<file path="src/rtl/inst_loader.sv">
// inst_loader: boot-time writer for the CPU instruction memory.
//
// Receives a framed byte stream (LEN_LO, LEN_HI, then 4*LEN payload bytes,
// little-endian words) over a valid/ready handshake and writes each
// assembled word to consecutive word-aligned addresses starting at
// START_ADDR. CPU_HOLD keeps the CPU in reset until the image is complete.
//
// Optional feature: define INST_LOADER_CHECKSUM_EN to append a one-byte XOR
// checksum of the payload after the last word (also after a LEN==0 frame).
//
// Ports:
//   CLK         clock, rising edge
//   RST         asynchronous active-low reset
//   START       single-cycle load request (honoured in IDLE/DONE_S/ERR_S)
//   BYTE_IN     stream byte
//   BYTE_VALID  BYTE_IN valid
//   BYTE_READY  loader accepts a byte this cycle
//   MEM_WE      memory write enable, one cycle per word
//   MEM_ADDR    memory byte address (meaningful only with MEM_WE)
//   MEM_WD      memory write data (meaningful only with MEM_WE)
//   CPU_HOLD    1 = hold CPU in reset
//   DONE        image loaded successfully
//   ERR         frame error
//   WORD_CNT    words written in the current load
module inst_loader #(
    parameter int          ADDR_W     = 8,
    parameter int          MAX_WORDS  = 256,
    parameter int unsigned START_ADDR = 0
) (
    input  logic              CLK,
    input  logic              RST,
    input  logic              START,
    input  logic [7:0]        BYTE_IN,
    input  logic              BYTE_VALID,
    output logic              BYTE_READY,
    output logic              MEM_WE,
    output logic [31:0]       MEM_ADDR,
    output logic [31:0]       MEM_WD,
    output logic              CPU_HOLD,
    output logic              DONE,
    output logic              ERR,
    output logic [ADDR_W:0]   WORD_CNT
);

`ifdef INST_LOADER_CHECKSUM_EN
    typedef enum logic [2:0] {IDLE, LEN_LO, LEN_HI, DATA, WRITE, DONE_S, ERR_S, CHK} state_t;
`else
    typedef enum logic [2:0] {IDLE, LEN_LO, LEN_HI, DATA, WRITE, DONE_S, ERR_S} state_t;
`endif

    state_t          state_q, state_d;
    logic [15:0]     len_q;
    logic [1:0]      byte_cnt_q;
    logic [31:0]     asm_q;
    logic [ADDR_W:0] idx_q;
    logic [ADDR_W:0] word_cnt_q;
    logic            mem_we_q;
    logic [ADDR_W:0] idx_nxt;
    logic [15:0]     len_full;
    logic            accept;
`ifdef INST_LOADER_CHECKSUM_EN
    logic [7:0]      xor_q;
`endif

    assign idx_nxt  = idx_q + 1'b1;
    // Full length as seen while LEN_HI is being accepted.
    assign len_full = {BYTE_IN, len_q[7:0]};
    assign accept   = BYTE_VALID & BYTE_READY;

    // State register
    always_ff @(posedge CLK or negedge RST) begin
        if (!RST) state_q <= IDLE;
        else      state_q <= state_d;
    end

    // Next-state logic
    always_comb begin
        state_d = state_q;
        case (state_q)
            IDLE:   if (START) state_d = LEN_LO;
            LEN_LO: if (BYTE_VALID) state_d = LEN_HI;
            LEN_HI: if (BYTE_VALID) begin
`ifdef INST_LOADER_CHECKSUM_EN
                if (len_full == 16'd0)                   state_d = CHK;
`else
                if (len_full == 16'd0)                   state_d = DONE_S;
`endif
                else if (len_full > 16'(MAX_WORDS))      state_d = ERR_S;
                else                                     state_d = DATA;
            end
            DATA:   if (BYTE_VALID && byte_cnt_q == 2'd3) state_d = WRITE;
            WRITE: begin
`ifdef INST_LOADER_CHECKSUM_EN
                if (16'(idx_nxt) == len_q) state_d = CHK;
`else
                if (16'(idx_nxt) == len_q) state_d = DONE_S;
`endif
                else                       state_d = DATA;
            end
`ifdef INST_LOADER_CHECKSUM_EN
            CHK:    if (BYTE_VALID) state_d = (BYTE_IN == xor_q) ? DONE_S : ERR_S;
`endif
            DONE_S: if (START) state_d = LEN_LO;
            ERR_S:  if (START) state_d = LEN_LO;
            default: state_d = IDLE;
        endcase
    end

    // Output decode (Moore)
    always_comb begin
        BYTE_READY = 1'b0;
        DONE       = 1'b0;
        ERR        = 1'b0;
        CPU_HOLD   = 1'b1;
        case (state_q)
            LEN_LO, LEN_HI, DATA: BYTE_READY = 1'b1;
`ifdef INST_LOADER_CHECKSUM_EN
            CHK:                  BYTE_READY = 1'b1;
`endif
            DONE_S: begin DONE = 1'b1; CPU_HOLD = 1'b0; end
            ERR_S:  ERR  = 1'b1;
            default: ;
        endcase
    end

    // Datapath
    always_ff @(posedge CLK or negedge RST) begin
        if (!RST) begin
            len_q      <= '0;
            byte_cnt_q <= '0;
            asm_q      <= '0;
            idx_q      <= '0;
            word_cnt_q <= '0;
            mem_we_q   <= 1'b0;
`ifdef INST_LOADER_CHECKSUM_EN
            xor_q      <= '0;
`endif
        end else begin
            // Registered so MEM_WE is high for exactly the WRITE cycle.
            mem_we_q <= (state_d == WRITE);
            case (state_q)
                IDLE, DONE_S, ERR_S: if (START) begin
                    word_cnt_q <= '0;
                    idx_q      <= '0;
                    byte_cnt_q <= '0;
`ifdef INST_LOADER_CHECKSUM_EN
                    xor_q      <= '0;
`endif
                end
                LEN_LO: if (accept) len_q[7:0] <= BYTE_IN;
                LEN_HI: if (accept) begin
                    len_q[15:8] <= BYTE_IN;
                    byte_cnt_q  <= '0;
                    idx_q       <= '0;
                end
                DATA: if (accept) begin
                    asm_q[{byte_cnt_q, 3'b000} +: 8] <= BYTE_IN;
                    byte_cnt_q <= byte_cnt_q + 2'd1;
`ifdef INST_LOADER_CHECKSUM_EN
                    xor_q      <= xor_q ^ BYTE_IN;
`endif
                end
                WRITE: begin
                    idx_q      <= idx_nxt;
                    word_cnt_q <= word_cnt_q + 1'b1;
                end
                default: ;
            endcase
        end
    end

    assign MEM_WE   = mem_we_q;
    assign MEM_WD   = asm_q;
    assign MEM_ADDR = START_ADDR + (32'(idx_q) << 2);
    assign WORD_CNT = word_cnt_q;

endmodule

</file>
<file path="config.mk">
export PLATFORM = sky130hd
export DESIGN_NAME = inst_loader
export DESIGN_NICKNAME = d
export VERILOG_FILES = /design/src/rtl/inst_loader.sv
export SDC_FILE = /design/constraint.sdc
export NUM_CORES = 1
export LEC_CHECK = 0
export CORE_ASPECT_RATIO = 0.75
export CORE_MARGIN = 2
export CORE_UTILIZATION = 23
export DETAILED_ROUTE_END_ITERATION = 12
export HOLD_SLACK_MARGIN = 0.03
export MAX_ROUTING_LAYER = met4
export PLACE_DENSITY = 0.52
export SYNTH_ARGS = -nofsm -noshare
export SYNTH_HDL_FRONTEND = slang
export SYNTH_SLANG_ARGS = --single-unit
</file>
<file path="constraint.sdc">
create_clock -name CLK -period 3.25 [get_ports CLK]
set_input_delay 0.4875 -clock CLK [delete_from_list [all_inputs] [get_ports CLK]]
set_output_delay 0.4875 -clock CLK [all_outputs]
set_load 0.03 [all_outputs]
</file>
==> metrics.cfg <==
[setup_path]
crit_path_max_fanout = 11
crit_required_ns = 2.76
cp-end-kind = output pin
crit_type = reg2out
crit_path_start_kind = flop
cp_data_arrival_time_ns = 2.14

[finish]
n_antenna_cell = 0
area_growth_pct = 30.5
fin_cells = 684
final_cell_mix = 91 x nand2_1, 72 x dfrtp_1, 65 x clkdlybuf4s50_1
layout-drive-gt1-share_pct = 10.8
multi_input_area_sq_um = 1790
fill_cells = 1667
nets = 488
final_common_cell = nand2_1
seqCellArea_sq_um = 1800

[clock_network]
cts-resized-gates = 0
cts_tree = done
post_cts_buffers = 0
clk_latency_ns = 0.33
cts.path.max_buffers = 2
cts_root_buf = clkbuf_16
clkTransAtPathRegs_ns = 0.06
cts.sinks = 72
holdBufCountCts = 0
cts_buffers = 9
h-tree-depth = 3

[placed_design]
dpl.hpwl_um = 7520
dp_slack_ns = 0.728
port_buffers = 66
gp_congestion = 0.836
dp_cells = 668

[yosys]
synth_compound_area_share_pct = 13.8
synth_edf_count = 0
ys_seq_area_share_pct = 47.9
synth_warnings = 0
synth_fa_ha_area_share_pct = 2.59
ys_ff_latch = 72
yosysUniqueCellTypes = 49
syn-mean-instance-area_sq_um = 9.48
synth-simple-area-share_pct = 20.1
synthXorXnorAreaFrac_pct = 3.43
synth_top_family_by_area = simple AND/OR/NAND/NOR gates
synthArstFlopShare_pct = 100
synth_flop_cell = dfrtp_1
synth_area_sq_um = 3760
syn_inst = 397
muxShareOfSynthArea_pct = 5.35

[sta]
slew_headroom_pct = 31.1
fin_ws_ns = 0.625
worst_pin_slew_ns = 1.03
setup_viol = 0
clock.fmax_ghz = 0.381
hold_viol = 0
fin_hold_ws_ns = 0.254
min_period_ns = 2.62
report.final.slew_viol_count = 0
fin_skew_ns = 0.00457
finalCritPeriodShare_pct = 80.8
fin_setup_tns_ns = 0
rsz0062_at_grt = no

[route]
wl_um = 10300
via_count = 3054
drc = 0
ant_nets = 0
drt-pass1-iter-count = 4
wl_per_cell_um = 15.0
drt_iter0_drc = 161
vias_per_cell = 4.46

[floorplanning]
die_h_um = 115
placementRows = 40
core_region_area_sq_um = 16000
io_pins = 90
die_area_sq_um = 17400
start_util_pct = 23.5
dieWidth_um = 152

[power]
power.switching_mw = 1.44
p_int_mw = 2.26
p_sw_share_pct = 38.9
ir_drop_v = 0.000299
powerDensity_nw_per_um2 = 753
seq_power_share_pct = 36.6
clockPowerShare_pct = 26.7
p_leak_nw = 2.00
pwr-share-comb_pct = 36.7
power_mw = 3.70

[grt]
grt_pass1_wl_um = 16100
overflow = 0
grt_use_total_pct = 12.5
grt_start_max_net_pins = 38
antenna_found_initial = 0
grt_pass1_vias = 2932

[min_path]
hp-class = in2async

[flow_run]
maxCapViolations = 0

[run_status]
status = finished clean

## power groups by stage
stage / clock network, mW / registers, mW / logic, mW
after floorplan: 0 / 1.42 / 0.837
after global placement: 0 / 1.36 / 1.33
after CTS: 1.01 / 1.35 / 1.37
final: 0.989 / 1.35 / 1.36
after detailed placement: 0 / 1.37 / 1.36
after global routing: 1.05 / 1.39 / 1.49
## worst paths after layout
check | cells after the start | slack (ns) | from | end
worst max-delay path | 3 | 0.63 | state_q[0]$_DFF_PN0_ | ERR
worst min-delay path | 1 | 0.25 | RST | MEM_WD[9]$_DFFE_PN0P_
worst max register to register | 5 | 0.85 | idx_q[0]$_DFFE_PN0P_ | state_q[1]$_DFF_PN0_
worst min register to register | 2 | 0.48 | MEM_WD[31]$_DFFE_PN0P_ | MEM_WD[31]$_DFFE_PN0P_
max in group asynchronous | 2 | 2.31 | RST | idx_q[1]$_DFFE_PN0P_
min in group CLK | 2 | 0.48 | MEM_WD[31]$_DFFE_PN0P_ | MEM_WD[31]$_DFFE_PN0P_
## per-layer routing
| layer | wire length (um) | global-route usage [%] | vias to the layer above | share of wire (%) |
|---|---|---|---|---|
| li1 | - | - | 1483 | - |
| met1 | 5140 | 17.5 | 1499 | 50 |
| met2 | 4440 | 18.0 | 67 | 43 |
| met3 | 653 | 4.05 | 5 | 6.3 |
| met4 | 56 | 2.22 | 0 | 0.54 |
| met5 | 0 | - | - | 0 |
## cells by family (layout without fill, tap and decap cells)
kind of cell	Yosys count	after routing
AOI/OAI and AO/OA	87	87
adders and majority gates	8	8
and+or+nand+nor	155	155
muxes	18	18
buffers and inverters	43	98
xor gates and xnor gates	13	13
other	1	23
DFF	72	72
## synthesized netlist by cell type (2+ instances only)
library cell | n | area (sq um)
xnor2_1 | 8 | 70.1
and4_1 | 2 | 17.5
inv_1 | 6 | 22.5
nand3_1 | 11 | 55.1
nand3b_1 | 3 | 22.5
xor2_1 | 4 | 35.0
or4_1 | 3 | 22.5
a21oi_1 | 10 | 50.1
a31oi_1 | 4 | 25.0
o21ai_0 | 57 | 285
dfrtp_1 | 72 | 1800
ha_1 | 7 | 87.6
o31ai_1 | 3 | 22.5
buf_2 | 4 | 20.0
and3_1 | 6 | 37.5
mux2_2 | 17 | 191
buf_4 | 24 | 180
nand2b_1 | 3 | 18.8
nand2_1 | 91 | 342
nor2_1 | 12 | 45.0
o2111ai_1 | 2 | 17.5
nor3_1 | 4 | 20.0
a311oi_1 | 2 | 17.5
nand4_1 | 6 | 37.5
clkbuf_1 | 8 | 30.0
nor3b_1 | 5 | 37.5
## flip-flops by register name, indices dropped and copies added (netlist names)
name / count
MEM_WD: 32
MEM_WE: 1
WORD_CNT: 9
byte_cnt_q: 2
idx_q: 9
len_q: 16
state_q: 3
## critical path, stage by stage (launching register included)
cell and delay (ns):
dfrtp_1 0.57, clkinv_1 0.34, and3_1 0.29, clkdlybuf4s50_1 0.61
## area by class of cell
type / instances / share of cell area [%]
sequential: 72 / 36.7
multi-input combinational: 304 / 36.4
timing repair buffer: 75 / 15.0
tap: 210 / 5.35
clock buffer: 9 / 4.59
clock inverter: 7 / 1.48
inverter: 7 / 0.535
## metrics by stage
step / util [%] / area (sq um)
floorplan: - / 3840
global placement: 28.8 / 4610
detailed placement: 28.8 / 4610
CTS: 30.7 / 4910
global route: 30.7 / 4910
finish: 30.7 / 4910
Power figures use the tool's default switching activity.
